### src/rtl/fc_output_layer.sv
// Fully-connected output layer: 10 class scores, one feature per beat,
// saturating accumulation, one-cycle valid pulse per frame.
//
// Ports:
//   clk, rst        clock, synchronous active-low reset
//   in_valid/ready  beat handshake (ready only while accumulating)
//   in_data         signed activation of current feature
//   in_weights      10 signed weights, class j at [j*W_WIDTH +: W_WIDTH]
//   bias            10 signed biases, class j at [j*DATA_WIDTH +: DATA_WIDTH]
//   layer_out       10 signed scores, held between valid pulses
//   valid           one-cycle pulse when layer_out carries a new frame
//   ovf             some class saturated during the reported frame
module fc_output_layer #(
  parameter int IN_WIDTH   = 8,
  parameter int W_WIDTH    = 8,
  parameter int N_IN       = 64,
  parameter int DATA_WIDTH = 28
) (
  input  logic                       clk,
  input  logic                       rst,
  input  logic                       in_valid,
  output logic                       in_ready,
  input  logic [IN_WIDTH-1:0]        in_data,
  input  logic [10*W_WIDTH-1:0]      in_weights,
  input  logic [10*DATA_WIDTH-1:0]   bias,
  output logic [10*DATA_WIDTH-1:0]   layer_out,
  output logic                       valid,
  output logic                       ovf
);

  localparam int PW = IN_WIDTH + W_WIDTH;
  localparam int SW = DATA_WIDTH + 1;
  localparam int CW = (N_IN > 1) ? $clog2(N_IN) : 1;

  localparam logic [CW-1:0] LAST = CW'(N_IN - 1);

  localparam logic [1:0] S_ACC   = 2'd0;
  localparam logic [1:0] S_DRAIN = 2'd1;
  localparam logic [1:0] S_OUT   = 2'd2;

  localparam logic signed [DATA_WIDTH-1:0] SAT_MAX =
    {1'b0, {(DATA_WIDTH-1){1'b1}}};
  localparam logic signed [DATA_WIDTH-1:0] SAT_MIN =
    {1'b1, {(DATA_WIDTH-1){1'b0}}};

  logic [1:0]                    r_state;
  logic [CW-1:0]                 r_cnt;
  logic                          r_pvld;
  logic signed [PW-1:0]          r_prod [10];
  logic signed [DATA_WIDTH-1:0]  r_acc  [10];
  logic                          r_sticky;

  logic                          w_take;
  logic                          w_last;
  logic signed [PW-1:0]          w_prod [10];
  logic signed [SW-1:0]          w_sum  [10];
  logic signed [DATA_WIDTH-1:0]  w_sat  [10];
  logic [9:0]                    w_clip;

  assign in_ready = (r_state == S_ACC);
  assign w_take   = in_valid && in_ready;
  assign w_last   = (r_cnt == LAST);

  // Operands widened to the full product width before multiplying
  always_comb begin
    for (int j = 0; j < 10; j++) begin
      w_prod[j] =
        PW'($signed(in_data)) *
        PW'($signed(in_weights[j*W_WIDTH +: W_WIDTH]));
    end
  end

  // One guard bit: overflow when the two top bits disagree
  always_comb begin
    w_clip = '0;
    for (int j = 0; j < 10; j++) begin
      w_sum[j] = SW'(r_acc[j]) + SW'(r_prod[j]);
      w_clip[j] = w_sum[j][SW-1] ^ w_sum[j][SW-2];
      if (w_clip[j])
        w_sat[j] = w_sum[j][SW-1] ? SAT_MIN : SAT_MAX;
      else
        w_sat[j] = w_sum[j][DATA_WIDTH-1:0];
    end
  end

  always_ff @(posedge clk) begin
    if (!rst) begin
      r_state   <= S_ACC;
      r_cnt     <= '0;
      r_pvld    <= 1'b0;
      r_sticky  <= 1'b0;
      layer_out <= '0;
      valid     <= 1'b0;
      ovf       <= 1'b0;
      for (int j = 0; j < 10; j++) begin
        r_prod[j] <= '0;
        r_acc[j]  <= bias[j*DATA_WIDTH +: DATA_WIDTH];
      end
    end else begin
      valid  <= 1'b0;
      r_pvld <= w_take;
      if (w_take) begin
        for (int j = 0; j < 10; j++)
          r_prod[j] <= w_prod[j];
      end

      unique case (1'b1)
        (r_state == S_ACC): begin
          if (w_take) begin
            if (w_last) begin
              r_cnt   <= '0;
              r_state <= S_DRAIN;
            end else begin
              r_cnt <= r_cnt + CW'(1);
            end
          end
        end
        (r_state == S_DRAIN): r_state <= S_OUT;
        (r_state == S_OUT):   r_state <= S_ACC;
        default:              r_state <= S_ACC;
      endcase

      // No product is ever pending in OUT, so the reload cannot
      // collide with an accumulation.
      if (r_state == S_OUT) begin
        valid    <= 1'b1;
        ovf      <= r_sticky;
        r_sticky <= 1'b0;
        for (int j = 0; j < 10; j++) begin
          layer_out[j*DATA_WIDTH +: DATA_WIDTH] <= r_acc[j];
          r_acc[j] <= bias[j*DATA_WIDTH +: DATA_WIDTH];
        end
      end else if (r_pvld) begin
        for (int j = 0; j < 10; j++)
          r_acc[j] <= w_sat[j];
        if (|w_clip)
          r_sticky <= 1'b1;
      end
    end
  end

endmodule

### config.mk
export PLATFORM = sky130hd
export DESIGN_NAME = fc_output_layer
export DESIGN_NICKNAME = d
export VERILOG_FILES = /design/src/rtl/fc_output_layer.sv
export SDC_FILE = /design/constraint.sdc
export NUM_CORES = 2
export LEC_CHECK = 0
export BUFFER_PORTS_ARGS = -buffer_cell sky130_fd_sc_hd__buf_2
export CORE_MARGIN = 2
export CORE_UTILIZATION = 65
export DETAILED_ROUTE_END_ITERATION = 8
export PLACE_DENSITY = 0.87
export SKIP_LAST_GASP = 1
export SLEW_MARGIN = 40
export SYNTH_ARGS = -nofsm -noshare
export SYNTH_HDL_FRONTEND = slang
export SYNTH_SLANG_ARGS = --single-unit
### constraint.sdc
create_clock -name clk -period 26.3 [get_ports clk]
set_input_delay 5.26 -clock clk [delete_from_list [all_inputs] [get_ports clk]]
set_output_delay 5.26 -clock clk [all_outputs]
set_load 0.02 [all_outputs]
== Word level (Yosys, flattened, before mapping) ==
Memories as Yosys holds them, arrays and structs flattened.
Cells that the tools add are included.
Operators by class
  equal/unequal tests: 5
  add/subtract/negate cells: 11
  muxes and demuxes: 65
  reduce and logical (&&, ||, !) cells: 7
  $mul: 10
  bitwise gates (word level): 41
Operators with widths (number)
  2-to-1 mux 28 bit: 40
  adder 28 x 16 -> 29 bit: 10
  multiplier 8 x 8 -> 16 bit: 10
  2-to-1 mux 16 bit: 10
  OR 1 bit: 30
  2-to-1 mux 1 bit: 11
  OR reduction 10 bit: 1
  XOR 1 bit: 10
  adder 6 x 1 -> 6 bit, second input constant: 1
  == test 6 bit, second input constant: 1
  2-to-1 mux 6 bit: 1
  AND reduction 2 bit: 3
  2-to-1 mux 2 bit: 2
  inequality test 2 x 1 -> 1 bit, second input constant: 2
  case mux 2 bit (2 select lines): 1
  == test 2 x 1 -> 1 bit, second input constant: 1
  == test 2 bit, second input constant: 1
  zero test 2 bit: 1
  OR reduction 2 bit: 1
  logical AND 1 bit: 1
  inverter 1 bit: 1
Word-level totals
  memory bits (writable): 440
  output and inout port bits: 283
  memories kept: 2
  input bits: 371
  register bits after elaboration: 292
Memory list
  r_acc: depth 10, bits a word 28, rd ports 10, clocked after memory_dff 0, wr ports 10, line 50  | logic signed [DATA_WIDTH-1:0] r_acc [10];
  r_prod: depth 10, bits a word 16, rd ports 10, clocked after memory_dff 0, wr ports 10, line 49  | logic signed [PW-1:0] r_prod [10];

== Logic depth before layout (Yosys ltp) ==
  word-level depth: 6
  mapped depth: 21

== Least setup slack after synthesis ==
OpenSTA, ideal clock, no wires.
  path type: in2reg
  start point: input port rst
  end point: memory r_acc[0][0], enable pin
  path slack: 14266 ps
  arrival: 11375 ps
  required time: 25641 ps
  path buffers: 1
  stages on the path: 3
  cell sequence: a21boi_1 clkbuf_1 nand2b_1
RTL lines
  start: declaration: line 20  | input logic rst,
  end: declaration: line 50

==> impl_metrics.tcl <==
set metrics [dict create \
    cp_max_fo 46 \
    clk_pin_slew_worst_paths_ps 70 \
    ant_nets 0 \
    grt_usage_pct 34.7 \
    cap_violations 0 \
    clk_latency_ps 670 \
    fillers 7427 \
    clockBufferDepth 3 \
    fmax_mhz 98.5 \
    syn_nets 8494 \
    netlist_area_um2 66500 \
    dieArea_um2 105000 \
    fin_crit_sh_pct 38.6 \
    seq_area_frac_synth_pct 28.7 \
    cts_root_buf "clkbuf_16" \
    crit_buf_inv 5 \
    finalMaxSlewViolations 0 \
    start_kind "input port" \
    synth_edf_count 440 \
    hold_class "flop to flop" \
    drt-total-wl_um 185000 \
    synth_ff_type "edfxtp_1" \
    coreArea_um2 102000 \
    drive_above_1_share_pct 11.7 \
    numPortBuffers 653 \
    worst_clock_skew_ps 24.9 \
    row_count 117 \
    r2r-start "r_prod[7][12]" \
    critPathKind "input port to flop" \
    die_w_um 324 \
    irDropWorstVdd_v 0.0000818 \
    area_growth_pct 11.0 \
    ys_warn_count 0 \
    avgSynthCellArea_um2 9.53 \
    end_kind "flop" \
    startpoint "in_data[0]" \
    htreeDepth 3 \
    crit_required_ps 26700 \
    drc 0 \
    ctsResizeCount 0 \
    worst_ep_arrival_time_ps 10550 \
    slowest_stage "buf_2" \
    async_flop_share_pct 0 \
    finalHoldViolations 0 \
    dr.pass1.iters 6 \
    wl_per_cell_um 20.6 \
    nets 8984 \
    holdBufCountCts 0 \
    cpLargestDelayFamily "adder cells" \
    viasPerCell 6.13 \
    setup_violations 0 \
    hpwl_um 139000 \
    grt_pass1_vias 54500 \
    path_cells "buf_2, buf_4, nand2b_1, fa_1, fa_1, inv_1, fa_1, inv_1, fa_1, inv_1, ha_1, o21ai_0, a21boi_0, o21ai_0, a21boi_0, o21ai_0, a21oi_1, o21ai_0, nor3b_1" \
    cts.sink_count 732 \
    antenna_found_initial 67 \
    drtIter0Drc 4726 \
    grt_pass1_wl_um 289000 \
    vias 54800 \
    ys_types 87 \
    die_y_um 324 \
    grt_overflow 0 \
    rsz0062_at_grt "false" \
    globalplace.congestion 0.952 \
    cts_setup_buffers 0 \
    synth_cells 6976 \
    timing.slew.headroom_pct 40.3 \
    fin_crit_ps 10150 \
    power.density_nw_per_um2 101 \
    p_leak_nw 34.8 \
    fin_setup_tns_ps 0 \
    top_level_ports 654 \
    worst_pin_slew_ps 895 \
    power_mw 7.48 \
    status "completed" \
    grt_max_degree 165 \
    numCtsBuffers 82 \
    cts_tree "yes" \
    ys_ff_latch 732 \
    start_util_pct 65.4 \
    min_from "layer_out[242]" \
    critPathMaxStageDelay_ps 550 \
]
state kept, by name, summed over array words and instances, names as in the netlist:
| signal | count |
|---|---|
| r_prod | 160 |
| ovf | 1 |
| layer_out | 280 |
| r_cnt | 6 |
| valid | 1 |
| r_pvld | 1 |
| r_acc | 280 |
| r_state | 2 |
| r_sticky | 1 |
layout make-up:
type                       instances  area, µm²  share of cell area, %
clock inverter                    40        524                  0.710
timing repair buffer             695       3700                   5.01
inverter                         923       3460                   4.69
antenna                           45        113                  0.153
clock buffer                     113       2290                   3.10
sequential                       732      19100                   25.8
tap                             1368       1710                   2.32
multi-input combinational       5032      42900                   58.2
report_power, final:
group	leakage [nW]	switching, mW	internal (mW)
clock network	1.37	0.501	0.713
logic	26.5	2.81	1.85
registers	6.90	0.174	1.44
metal layers:
layer | routed length [µm] | part of all wire (%) | global-route usage, % | up-vias
met5 | 291 | 0.16 | 0 | -
met4 | 9160 | 5.0 | 17.7 | 46
met3 | 15000 | 8.1 | 6.21 | 540
met2 | 86200 | 47 | 55.2 | 2358
met1 | 74000 | 40 | 45.8 | 26800
li1 | - | - | - | 25100
stage by stage:
stage	hold WS (ps)	instances	cell area, µm²	worst slack [ps]	utilization [%]
floorplan	433	6976	66500	14270	-
global placement	450	8746	70700	15930	69.6
detailed placement	449	8747	70800	15590	69.7
CTS	469	8900	73600	16220	72.5
global route	481	8940	73800	15790	72.6
finish	465	8948	73800	16150	72.6
cell usage in the layout, fill, tap and decap left out, types with 292 or more instances in the layout:
| cell type | Yosys | final |
|---|---|---|
| inv_1 | 922 | 922 |
| buf_2 | 8 | 652 |
| ha_1 | 587 | 583 |
| fa_1 | 560 | 560 |
| nand2_1 | 462 | 459 |
| edfxtp_1 | 440 | 440 |
| and2_1 | 432 | 431 |
| nor2_1 | 370 | 370 |
| a21oi_1 | 338 | 338 |
| dfxtp_1 | 292 | 292 |
cell usage after synthesis (all sizes together) (20+ instances only):
library cell	number	area (µm²)
fa	560	11200
ha	587	7340
inv	922	3460
o21bai	34	255
nand3	76	380
edfxtp	440	13200
o21a	141	1060
and3	95	599
nor2	371	1400
dfxtp	292	5850
o211ai	104	781
nor3b	25	188
o31ai	34	255
nand2b	53	332
a21o	154	1160
a211oi	41	313
a21oi	338	1690
a22o	286	2500
nor3	106	531
a211o	21	184
o22a	59	517
o21ai	269	1360
buf	31	138
o311ai	20	175
nand2	462	1730
nor2b	108	676
clkbuf	258	968
a21boi	28	221
and2	434	2720
xnor2	231	2020
a31oi	40	250
nand4	31	200
xor2	106	928
cell families after synthesis:
group           count (synthesis)  synth area share (%)
compound gates               1689                  17.7
xor+xnor                      337                  4.44
fa+ha+maj                    1147                  27.9
buf+inv                      1212                  6.87
flops                         732                  28.7
mux                            28                 0.457
simple gates                 1831                  13.9
path summary, 6_finish.rpt:
check	endpoint	slack (ps)	depth (start not counted)
setup / recovery	r_prod[3][14]	16150	19
hold / removal	layer_out[242]	460	1
setup reg to reg	r_acc[0][222]	20680	13
hold reg to reg	layer_out[242]	460	1
(Power assumes the default switching activity.)
